--- src/rtl/i2c_slave_pkg.sv ---
// Shared types and constants for the I2C register-file target.
package i2c_slave_pkg;

  // Protocol phase of the target.
  typedef enum logic [2:0] {
    StIdle,
    StAddr,
    StAddrAck,
    StWdata,
    StWack,
    StRdata,
    StRack
  } state_e;

  // SDA level during the acknowledge bit.
  localparam logic ACK  = 1'b0;
  localparam logic NACK = 1'b1;

endpackage

--- src/rtl/i2c_slave_sync.sv ---
// Synchronises SCL/SDA into the system clock domain and flags SCL edges and
// START/STOP conditions. All flags come from the synchronised/delayed pair, so
// every detection lands two cycles after the pad change.
module i2c_slave_sync (
  input  logic clk_i,
  input  logic rst_ni,
  input  logic scl_i,
  input  logic sda_i,
  output logic scl_rise_o,
  output logic scl_fall_o,
  output logic start_det_o,
  output logic stop_det_o,
  output logic sda_s_o
);

  logic scl_s1_q, scl_s2_q, scl_d_q;
  logic sda_s1_q, sda_s2_q, sda_d_q;

  // Two-flop synchroniser plus one delay stage per line; idle bus level is 1.
  always_ff @(posedge clk_i or negedge rst_ni) begin
    if (!rst_ni) begin
      scl_s1_q <= 1'b1;
      scl_s2_q <= 1'b1;
      scl_d_q  <= 1'b1;
      sda_s1_q <= 1'b1;
      sda_s2_q <= 1'b1;
      sda_d_q  <= 1'b1;
    end else begin
      scl_s1_q <= scl_i;
      scl_s2_q <= scl_s1_q;
      scl_d_q  <= scl_s2_q;
      sda_s1_q <= sda_i;
      sda_s2_q <= sda_s1_q;
      sda_d_q  <= sda_s2_q;
    end
  end

  // SDA changes are only conditions when SCL is stable high across the sample.
  always_comb begin
    scl_rise_o  = scl_s2_q & ~scl_d_q;
    scl_fall_o  = ~scl_s2_q & scl_d_q;
    start_det_o = scl_s2_q & scl_d_q & sda_d_q & ~sda_s2_q;
    stop_det_o  = scl_s2_q & scl_d_q & ~sda_d_q & sda_s2_q;
    sda_s_o     = sda_s2_q;
  end

endmodule

--- src/rtl/i2c_slave_regfile.sv ---
// I2C target with a small byte-addressed register file. The first byte of a
// write sets the pointer, later bytes are stored at the pointer, and reads
// stream out from the pointer; the pointer auto-increments and wraps.
module i2c_slave_regfile
  import i2c_slave_pkg::*;
#(
  parameter logic [6:0]  SLAVE_ADDR = 7'h10,
  parameter int unsigned MEM_AW     = 3
) (
  input  logic              wb_clk_i,
  input  logic              arst_i,
  input  logic              scl_pad_i,
  input  logic              sda_pad_i,
  output logic              sda_pad_o,
  output logic              sda_padoen_o,
  output logic              busy_o,
  output logic              wr_stb_o,
  output logic [MEM_AW-1:0] wr_addr_o,
  output logic [7:0]        wr_data_o
);

  localparam int unsigned Depth = 1 << MEM_AW;

  logic scl_rise, scl_fall, start_det, stop_det, sda_s;

  i2c_slave_sync u_sync (
    .clk_i       (wb_clk_i),
    .rst_ni      (arst_i),
    .scl_i       (scl_pad_i),
    .sda_i       (sda_pad_i),
    .scl_rise_o  (scl_rise),
    .scl_fall_o  (scl_fall),
    .start_det_o (start_det),
    .stop_det_o  (stop_det),
    .sda_s_o     (sda_s)
  );

  state_e            state_q;
  logic [3:0]        bitcnt_q;
  logic [7:0]        shreg_q;
  logic              rw_q;
  logic              first_q;
  logic              rack_q;
  logic [MEM_AW-1:0] ptr_q;
  logic              padoen_q;
  logic              busy_q;
  logic              wr_stb_q;
  logic [MEM_AW-1:0] wr_addr_q;
  logic [7:0]        wr_data_q;
  logic [7:0]        mem_q [Depth];

  // Protocol FSM, register file and all registered outputs.
  always_ff @(posedge wb_clk_i or negedge arst_i) begin
    if (!arst_i) begin
      state_q   <= StIdle;
      bitcnt_q  <= '0;
      shreg_q   <= '0;
      rw_q      <= 1'b0;
      first_q   <= 1'b0;
      rack_q    <= NACK;
      ptr_q     <= '0;
      padoen_q  <= 1'b1;
      busy_q    <= 1'b0;
      wr_stb_q  <= 1'b0;
      wr_addr_q <= '0;
      wr_data_q <= '0;
      for (int i = 0; i < Depth; i++) begin
        mem_q[i] <= '0;
      end
    end else begin
      wr_stb_q <= 1'b0;
      // Bus conditions override whatever bit-level event shares the cycle.
      if (start_det) begin
        state_q  <= StAddr;
        bitcnt_q <= '0;
        padoen_q <= 1'b1;
        busy_q   <= 1'b1;
      end else if (stop_det) begin
        state_q  <= StIdle;
        padoen_q <= 1'b1;
        busy_q   <= 1'b0;
      end else begin
        unique case (state_q)
          StIdle: begin
            padoen_q <= 1'b1;
          end
          StAddr: begin
            if (scl_rise && bitcnt_q != 4'd8) begin
              shreg_q  <= {shreg_q[6:0], sda_s};
              bitcnt_q <= bitcnt_q + 4'd1;
            end else if (scl_fall && bitcnt_q == 4'd8) begin
              if (shreg_q[7:1] == SLAVE_ADDR) begin
                padoen_q <= ACK;
                rw_q     <= shreg_q[0];
                state_q  <= StAddrAck;
              end else begin
                state_q <= StIdle;
                busy_q  <= 1'b0;
              end
            end
          end
          StAddrAck: begin
            if (scl_fall) begin
              if (!rw_q) begin
                padoen_q <= 1'b1;
                first_q  <= 1'b1;
                bitcnt_q <= '0;
                state_q  <= StWdata;
              end else begin
                shreg_q  <= mem_q[ptr_q];
                padoen_q <= mem_q[ptr_q][7];
                bitcnt_q <= 4'd1;
                state_q  <= StRdata;
              end
            end
          end
          StWdata: begin
            if (scl_rise && bitcnt_q != 4'd8) begin
              shreg_q  <= {shreg_q[6:0], sda_s};
              bitcnt_q <= bitcnt_q + 4'd1;
            end else if (scl_fall && bitcnt_q == 4'd8) begin
              padoen_q <= ACK;
              if (first_q) begin
                ptr_q <= shreg_q[MEM_AW-1:0];
              end else begin
                mem_q[ptr_q] <= shreg_q;
                wr_stb_q     <= 1'b1;
                wr_addr_q    <= ptr_q;
                wr_data_q    <= shreg_q;
                ptr_q        <= ptr_q + MEM_AW'(1);
              end
              state_q <= StWack;
            end
          end
          StWack: begin
            if (scl_fall) begin
              padoen_q <= 1'b1;
              first_q  <= 1'b0;
              bitcnt_q <= '0;
              state_q  <= StWdata;
            end
          end
          StRdata: begin
            // bitcnt_q counts bits already put on the line.
            if (scl_fall) begin
              if (bitcnt_q == 4'd8) begin
                padoen_q <= 1'b1;
                ptr_q    <= ptr_q + MEM_AW'(1);
                state_q  <= StRack;
              end else begin
                padoen_q <= shreg_q[6];
                shreg_q  <= {shreg_q[6:0], 1'b0};
                bitcnt_q <= bitcnt_q + 4'd1;
              end
            end
          end
          StRack: begin
            if (scl_rise) begin
              rack_q <= sda_s;
            end else if (scl_fall) begin
              if (rack_q == ACK) begin
                shreg_q  <= mem_q[ptr_q];
                padoen_q <= mem_q[ptr_q][7];
                bitcnt_q <= 4'd1;
                state_q  <= StRdata;
              end else begin
                padoen_q <= 1'b1;
                busy_q   <= 1'b0;
                state_q  <= StIdle;
              end
            end
          end
          default: begin
            state_q  <= StIdle;
            padoen_q <= 1'b1;
          end
        endcase
      end
    end
  end

  // Open-drain: the pad value is fixed low, only the enable moves.
  always_comb begin
    sda_pad_o    = 1'b0;
    sda_padoen_o = padoen_q;
    busy_o       = busy_q;
    wr_stb_o     = wr_stb_q;
    wr_addr_o    = wr_addr_q;
    wr_data_o    = wr_data_q;
  end

endmodule

--- config.mk ---
export PLATFORM = sky130hd
export DESIGN_NAME = i2c_slave_regfile
export DESIGN_NICKNAME = d
export VERILOG_FILES = /design/src/rtl/i2c_slave_pkg.sv /design/src/rtl/i2c_slave_sync.sv /design/src/rtl/i2c_slave_regfile.sv
export SDC_FILE = /design/constraint.sdc
export NUM_CORES = 1
export LEC_CHECK = 0
export ABC_AREA = 1
export BUFFER_PORTS_ARGS = -buffer_cell sky130_fd_sc_hd__buf_2
export CAP_MARGIN = 10
export CORE_ASPECT_RATIO = 1.4
export CORE_MARGIN = 2
export CORE_UTILIZATION = 50
export DETAILED_ROUTE_END_ITERATION = 6
export HOLD_SLACK_MARGIN = 0.02
export PLACE_DENSITY = 0.73
export SETUP_SLACK_MARGIN = 0.4
export SYNTH_ARGS = -nofsm -noshare
export SYNTH_HDL_FRONTEND = slang
export SYNTH_SLANG_ARGS = --single-unit
--- constraint.sdc ---
create_clock -name wb_clk_i -period 1.6 [get_ports wb_clk_i]
set_input_delay 0.08 -clock wb_clk_i [delete_from_list [all_inputs] [get_ports wb_clk_i]]
set_output_delay 0.08 -clock wb_clk_i [all_outputs]
set_load 0.05 [all_outputs]
==> results.toml, run 1 <==
[routing]
dr.pass1.iters = 4
drc = 0
initialDrtViolationCount = 356
vias = 4966
wl_per_cell_um = 17.99
routed_via_density = 5.567
drtAntennaViolNets = 0
drt-total-wl_um = 16050

[die]
io_pins = 19
die_area_um2 = 11580
start_util_pct = 51.53
dieWidth_um = 91.52
rows = 44
fp.dieH_um = 126.5
core_um2 = 10410

[logic_synthesis]
synthTopCellsByArea = "dfrtp_1, nand2_1, o21ai_1"
yosysUniqueCellTypes = 34
synth_nets = 658
ys_async_sr_fraction_pct = 100.0
synth.avg_cell_area_um2 = 8.236
ys.flop_type = "dfrtp_1"
yosys_register_bits = 105
synth.top_cell.area_share_pct = 45.27
synthCells = 651
synth_edf_count = 0
yosysTopAreaCell = "dfrtp_1"
netlist_area_um2 = 5361
ys_warn_count = 0
seq_area_frac_synth_pct = 49.19

[timing]
clock.fmax_mhz = 563.7
final.setup.tns_ns = -8.812
post-route-min-period_ns = 1.774
slew_headroom_pct = 61.26
worst_pin_slew_ns = 0.5811
fin_crit_sh_pct = 110.9
drv_slew = 0
hold_violations = 0
fin_ws_ns = -0.1741
setup_viol_count_final = 91
worst_hold_slack_ns = 0.3041
rsz0062_at_grt = "true"
finalClockSkew_ns = 0.006709

[clocking]
cts_tree = "done"
cts.sinks = 105
cts_max_level = 3
clock_latency_ns = 0.35
cts_made_buffers = 9
clkTransAtPathRegs_ns = 0.07
cts_buffer_depth = 2
cts_root_buffer = "clkbuf_16"

[flow_run]
drv_cap = 0

[worst_setup_path]
critPathSlowestCell = "dfstp_2"
path_max_fanout = 8
cp.required_ns = 1.81
cp_top_family = "simple AND/OR/NAND/NOR gates"
end_kind = "flip-flop"
cp.buffers_inverters = 2
start_kind = "flip-flop"
path_cells = "buf_12 -> nand2_8 -> nor2_8 -> nand3_4 -> nor2_8 -> buf_12 -> nand2_8 -> nand2_2 -> o21ai_1"
crit_arrival_ns = 1.99
max_stage_delay_ns = 0.58
critPathKind = "reg2reg"

[power]
cellPowerDensity_nw_per_um2 = 866.1
peakVddDrop_v = 0.0005778
leakagePower_nw = 3.408

[cells_and_area]
n_antenna_cell = 0
fin_nets = 757
fill_cells = 784
fin_util_pct = 68.71
final_layout_size_suffix_gt1_share_pct = 39.79
area_growth_pct = 33.35

[run_status]
status = "finished, violations left"
violations = "setup timing"

[min_path]
hp-class = "in2async"

[global_routing]
grt_max_degree = 106
grt_pass1_wl_um = 23120
antenna_found_initial = 0
grt_use_total_pct = 25.61
grt-ovfl-total = 0
grt_pass1_vias = 4784

[place]
hpwl_um = 9673
portBuffers = 17
gp_congestion = 0.9482
## kinds of logic after synthesis
family | Yosys count | synth area share [%]
other cells | 1 | 0.06994
flops | 105 | 49.19
fa+ha+maj | 3 | 0.7002
xor+xnor | 3 | 0.4902
simple gates | 330 | 28.59
buf+inv | 77 | 7.025
compound gates | 132 | 13.93
## layout make-up
type	instances	area [um^2]	share of cell area, %
timing repair buffer	105	913.4	12.78
inverter	51	209.0	2.923
tap	138	172.7	2.415
clock buffer	10	229.0	3.203
sequential	105	2641	36.94
multi-input combinational	478	2943	41.16
clock inverter	5	41.29	0.5775
## worst paths after layout
path | slack (ns) | depth (start not counted) | to | start
max | -0.17 | 9 | mem_q[47] | u_sync.scl_d_q
min | 0.30 | 3 | wr_addr_o[0] | arst_i
max reg2reg | -0.17 | 9 | mem_q[47] | u_sync.scl_d_q
min reg2reg | 0.36 | 0 | u_sync.scl_s2_q | u_sync.scl_s1_q
max in group asynchronous | 0.80 | 3 | state_q[1] | arst_i
min in group wb_clk_i | 0.36 | 0 | u_sync.scl_s2_q | u_sync.scl_s1_q
## cells in the final DEF, fill, tap and decap left out, types with 4 or more instances in the layout
cell and instances:
buf_12 7, buf_2 15, buf_4 63, buf_6 16
clkbuf_16 9, clkinvlp_4 4, dfrtp_1 94, dfstp_2 8
inv_1 39, inv_2 6, inv_4 4, nand2_1 129
nand2_2 54, nand2_4 14, nand2_8 12, nand3_1 30
nand3_2 7, nor2_1 46, nor2_2 12, nor2_4 7
o211ai_1 11, o21ai_0 35, o21ai_1 46, o21ai_2 31
or2_2 12
## tightest hold or removal path: cells and delay by family
family                 cells  cell delay, ns
buffers and inverters      3            1.02
## through the flow
| stage | instances | instance area, um^2 | total power, mW | worst slack [ns] |
|---|---|---|---|---|
| floorplan | 651 | 5415 | 3.470 | -0.09747 |
| global placement | 836 | 5943 | 3.904 | -0.09894 |
| detailed placement | 836 | 5943 | 3.921 | -0.1685 |
| CTS | 868 | 6563 | 6.092 | -0.1059 |
| global route | 892 | 7149 | 6.431 | -0.2486 |
| finish | 892 | 7149 | 6.192 | -0.1741 |
## power by group
group	leakage, nW	switching [mW]	internal, mW	total, mW
clock	0.125	1.02	1.06	2.08
combinational	1.85	0.839	0.453	1.29
sequential	1.43	0.0677	2.75	2.82
total	3.41	1.93	4.27	6.19
## cell usage after synthesis, types with 5 or more instances
| library cell | count |
|---|---|
| buf_4 | 6 |
| buf_6 | 8 |
| clkbuf_1 | 8 |
| dfrtp_1 | 97 |
| dfstp_2 | 8 |
| inv_1 | 46 |
| inv_2 | 5 |
| nand2_1 | 189 |
| nand2_4 | 9 |
| nand3_1 | 37 |
| nor2_1 | 56 |
| nor3_1 | 5 |
| o211ai_1 | 11 |
| o21ai_0 | 47 |
| o21ai_1 | 53 |
| o21ai_2 | 13 |
| or2_2 | 12 |
## repair_timing
item	in CTS	in global routing
cloned	2	7
hold buffers	3	0
setup buffers	12	17
pin swaps	16	29
endpoints found under the setup margin	100	99
endpoints found under the hold margin	99	0
gates resized for setup	50	104
## layer usage
| metal | share of wire, % | track usage (%) | wire length [um] |
|---|---|---|---|
| met1 | 37 | 29.00 | 6009 |
| met4 | 6.0 | 13.10 | 969 |
| met2 | 53 | 46.28 | 8549 |
| met5 | 0 | 0 | 0 |
| met3 | 3.2 | 3.919 | 521 |
## sequential cells by signal, indices dropped and copies added, names as in the netlist, 3 cells and up
register   flops
bitcnt_q       4
mem_q         64
ptr_q          3
shreg_q        8
state_q        3
wr_addr_o      3
wr_data_o      8
Note: power is estimated with default switching activity, not from simulation.
==> run 2, diff against run 1 <==
--- a/config.mk
+++ b/config.mk
@@ -14,7 +14,7 @@
 export DETAILED_ROUTE_END_ITERATION = 6
 export HOLD_SLACK_MARGIN = 0.02
 export PLACE_DENSITY = 0.73
-export SETUP_SLACK_MARGIN = 0.4
+export SETUP_SLACK_MARGIN = 0.05
 export SYNTH_ARGS = -nofsm -noshare
 export SYNTH_HDL_FRONTEND = slang
 export SYNTH_SLANG_ARGS = --single-unit
==> results.toml, run 2 (synthesis gave the netlist of run 1 again) <==
[timing]
post-route-min-period_ns = 1.782
fin_ws_ns = -0.1818
finalClockSkew_ns = 0.005333
clock.fmax_mhz = 561.2
setup_viol_count_final = 80
fin_crit_sh_pct = 111.4
hold_violations = 0
drv_slew = 0
rsz0062_at_grt = "true"

[die]
io_pins = 19
start_util_pct = 51.53
dieWidth_um = 91.52
die_area_um2 = 11580
core_um2 = 10410
fp.dieH_um = 126.5
rows = 44

[global_routing]
grt_use_total_pct = 26.26
grt-ovfl-total = 0
met2_usage_pct = 48.18
grt_pass1_vias = 4683
antenna_found_initial = 0
grt_pass1_wl_um = 23380
grt_util_met1_pct = 29.61
use_met3_pct = 2.672
grt_max_degree = 45
grt-busiest-layer = "met2"

[clocking]
cts_max_level = 3
cts.sinks = 105
cts_made_buffers = 9
clock_latency_ns = 0.36
cts_root_buffer = "clkbuf_16"
cts_buffer_depth = 2
clkTransAtPathRegs_ns = 0.07
cts_tree = "done"

[cells_and_area]
area_growth_pct = 34.42
final_layout_size_suffix_gt1_share_pct = 40.03
n_antenna_cell = 0
layout_commonest_cell = "nand2_1"
fin_util_pct = 69.26
largest_reg_flops = 64
regMostFlops = "mem_q"
fin_nets = 754
final_area_um2 = 7207
finalNonFillerCells = 890
final_cell_mix = "nand2_1, dfrtp_1, buf_4"

[place]
place_area_um2 = 5997
gp_congestion = 0.9072
portBuffers = 17
hpwl_um = 9971
pre_cts_ws_ns = -0.1696
dp_cells = 842

[worst_setup_path]
end_kind = "flip-flop"
crit_start = "ptr_q[0]"
path_max_fanout = 7
critPathKind = "reg2reg"
r2r-end = "shreg_q[2]"
worstSetupEndpoint = "shreg_q[2]"
crit_arrival_ns = 2.03
r2r_cells = 8
r2r-start = "ptr_q[0]"
rrSetupSlack_ns = -0.18
cp.required_ns = 1.85
start_kind = "flip-flop"

[routing]
drc = 0
drtAntennaViolNets = 0
drt-total-wl_um = 16450
vias = 5012
routed_via_density = 5.631
initialDrtViolationCount = 434
wl_per_cell_um = 18.48
dr.pass1.iters = 5

[power]
cellPowerDensity_nw_per_um2 = 898.2
leakagePower_nw = 3.449
peakVddDrop_v = 0.0007179

[min_path]
hp-class = "in2async"

[flow_run]
drv_cap = 0

[run_status]
violations = "setup timing"
status = "finished, violations left"
[run 2: changes by cell type in the layout (fill, tap and decap cells not counted), sizes merged]
| cell | previous run | this run |
|---|---|---|
| buf | 102 | 101 |
| bufinv | 0 | 1 |
| clkinv | 2 | 1 |
| clkinvlp | 4 | 2 |
| inv | 50 | 53 |
| nand2 | 209 | 207 |
[run 2: how the worst min path moves through the flow]
| stage | startpoint | to | slack [ns] | cells past startpoint |
|---|---|---|---|---|
| 2_1_floorplan | arst_i | bitcnt_q[0] | -0.22 | 0 |
| 3_3_place_gp | arst_i | wr_stb_o | 0.05 | 1 |
| 3_5_place_dp | arst_i | wr_stb_o | 0.06 | 1 |
| 4_1_cts | arst_i | wr_stb_o | 0.22 | 2 |
| 5_1_grt | arst_i | wr_stb_o | 0.25 | 2 |
| 6_report | arst_i | wr_stb_o | 0.22 | 2 |
[run 2: power breakdown]
part           total, mW  internal [mW]  switching (mW)
Sequential          2.83           2.75          0.0766
Combinational       1.29          0.454           0.838
Clock               2.35           1.28            1.07
[run 2: timing repair]
action                                 in CTS  in global routing
pin swaps                                   5                 38
buffers inserted                            9                 13
endpoints found under the hold margin      31                  0
gates resized for setup                    24                160
setup endpoints to repair                  91                 97
cloned                                      2                  5
hold buffers                                3                  0
[run 2: final cells by class]
class | count | area (um^2)
fill | 791 | 3198
multi-input combinational | 476 | 2967
sequential | 105 | 2643
timing repair buffer | 104 | 909.6
clock buffer | 10 | 239.0
inverter | 51 | 202.7
tap | 138 | 172.7
clock inverter | 6 | 73.82
[run 2: worst max-delay path, cell delays in order, from the launching register on]
cell and delay, ns:
dfrtp_2 0.44, clkinvlp_4 0.28, buf_4 0.23, o21ai_0 0.28
nand3_1 0.14, nor2_1 0.14, nor2_1 0.05, nand2_1 0.05
nand2_1 0.05
[run 2: through the flow]
stage,hold slack [ns],total power [mW],setup TNS (ns)
4_1_cts,0.2249,6.346,-5.655
2_1_floorplan,-0.2156,3.453,-2.944
6_report,0.2159,6.473,-5.010
3_5_place_dp,0.06158,3.930,-7.525
5_1_grt,0.2509,6.694,-10.97
3_3_place_gp,0.05288,3.909,-3.354
[run 2: layer usage]
layer	up-vias	wire [um]
li1	2320	-
met1	2459	5904
met2	170	8958
met3	63	749
met4	0	832
met5	-	0
==> run 3, diff against run 2 <==
--- a/config.mk
+++ b/config.mk
@@ -11,6 +11,7 @@
 export CORE_ASPECT_RATIO = 1.4
 export CORE_MARGIN = 2
 export CORE_UTILIZATION = 50
+export CTS_BUF_LIST = sky130_fd_sc_hd__clkbuf_4
 export DETAILED_ROUTE_END_ITERATION = 6
 export HOLD_SLACK_MARGIN = 0.02
 export PLACE_DENSITY = 0.73
==> results.toml, run 3 (synthesis gave the netlist of run 1 again) <==
[die]
dieWidth_um = 91.52
fp.dieH_um = 126.5
die_area_um2 = 11580
rows = 44
core_um2 = 10410
io_pins = 19
start_util_pct = 51.53

[cells_and_area]
final_cell_mix = "nand2_1, dfrtp_1, buf_4"
layout_commonest_cell = "nand2_1"
largest_reg_flops = 64
regMostFlops = "mem_q"
finalNonFillerCells = 893
final_layout_size_suffix_gt1_share_pct = 41.51
fill_cells = 794
final_area_um2 = 7136
area_growth_pct = 33.09
fin_nets = 756

[clocking]
cts_max_level = 3
cts_tree = "done"
cts.sinks = 105
clkTransAtPathRegs_ns = 0.17
cts_made_buffers = 9
clock_latency_ns = 0.48
cts_root_buffer = "clkbuf_4"
cts_buffer_depth = 2

[min_path]
hp-class = "in2async"

[worst_setup_path]
r2r_cells = 9
critPathSlowestCell = "dfrtp_1"
end_kind = "flip-flop"
cp.required_ns = 1.99
crit_arrival_ns = 2.18
r2r-start = "bitcnt_q[0]"
max_stage_delay_ns = 0.43
start_kind = "flip-flop"
path_cells = "inv_2 -> ha_4 -> nand3_4 -> nor2_8 -> nand3_4 -> nor2_8 -> buf_12 -> nand2_8 -> o21ai_2"
rrSetupSlack_ns = -0.19
r2r-end = "mem_q[31]"
critPathKind = "reg2reg"
path_max_fanout = 8

[power]
leakagePower_nw = 3.417
cellPowerDensity_nw_per_um2 = 773.6
peakVddDrop_v = 0.0006985

[global_routing]
grt-ovfl-total = 0
grt_pass1_wl_um = 23940
antenna_found_initial = 1
grt_max_degree = 45
grt_use_total_pct = 26.77
grt_pass1_vias = 4828

[timing]
fin_ws_ns = -0.1934
hold_violations = 0
setup_viol_count_final = 91
rsz0062_at_grt = "true"
final.setup.tns_ns = -9.043
clock.fmax_mhz = 557.6
slew_headroom_pct = 64.07
worst_pin_slew_ns = 0.5383
fin_crit_sh_pct = 112.1
drv_slew = 0
worst_hold_slack_ns = 0.06931
post-route-min-period_ns = 1.793
finalClockSkew_ns = 0.01452

[routing]
drt-total-wl_um = 16650
dr.pass1.iters = 7
initialDrtViolationCount = 444
drc = 5
wl_per_cell_um = 18.65
routed_via_density = 5.716
vias = 5104
drtAntennaViolNets = 0

[flow_run]
drv_cap = 0

[run_status]
violations = "DRC, setup timing"
status = "finished, violations left"

[place]
pre_cts_ws_ns = -0.1696
hpwl_um = 9971
dp_cells = 842
place_area_um2 = 5997
gp_congestion = 0.9072
portBuffers = 17
-- run 3: worst max-delay path by stage --
stage,startpoint,end,slack [ns],cells past startpoint
final,bitcnt_q[0],mem_q[31],-0.19,9
after global routing,bitcnt_q[0],mem_q[31],-0.27,9
after CTS,bitcnt_q[0],mem_q[63],-0.09,10
after detailed placement,bitcnt_q[0],state_q[1],-0.17,10
after global placement,u_sync.scl_s2_q,shreg_q[3],-0.12,9
after floorplan,bitcnt_q[0],mem_q[29],-0.1,10
-- run 3: critical path: cells and delay by family (launching register included) --
family	cells	cell delay, ns
AOI/OAI and AO/OA	1	0.24
adders and majority gates	1	0.14
buffers and inverters	2	0.24
DFF	1	0.43
and+or+nand+nor	5	0.66
-- run 3: final cells by class --
type / instances / area (um^2) / share of cell area, %
inverters: 51 / 210.2 / 2.946
well taps: 138 / 172.7 / 2.420
diodes: 1 / 2.502 / 0.03507
repair inverters: 1 / 7.507 / 0.1052
clock inverters: 7 / 77.57 / 1.087
multi-input cells: 476 / 2977 / 41.71
clock buffers: 9 / 67.56 / 0.9469
repair buffers: 105 / 979.7 / 13.73
flip-flops and latches: 105 / 2641 / 37.02
-- run 3: routing by layer --
layer	share of wire [%]	GRT usage, %	routed length [um]
met1	34	29.64	5722
met2	53	47.40	8849
met3	5.7	4.394	946
met4	6.8	16.76	1135
met5	0	0	0
-- run 3: what timing repair did --
| item | 4_1_cts | 5_1_grt |
|---|---|---|
| hold endpoints to repair | 105 | 0 |
| gates cloned | 4 | 6 |
| gates resized for setup | 94 | 109 |
| pin swaps | 27 | 37 |
| endpoints found under the setup margin | 92 | 96 |
| setup buffers | 12 | 10 |
| hold buffers | 3 | 0 |
-- run 3: power by group --
group          switching [mW]  internal, mW  total, mW
Sequential             0.0805          2.76       2.84
Clock                   0.943         0.497       1.44
Combinational           0.827         0.416       1.24
-- run 3: per-stage QoR --
stage	power (mW)	util, %
2_1_floorplan	3.453	-
3_3_place_gp	3.909	57.64
3_5_place_dp	3.930	57.64
4_1_cts	5.455	63.64
5_1_grt	5.761	68.58
6_report	5.520	68.58
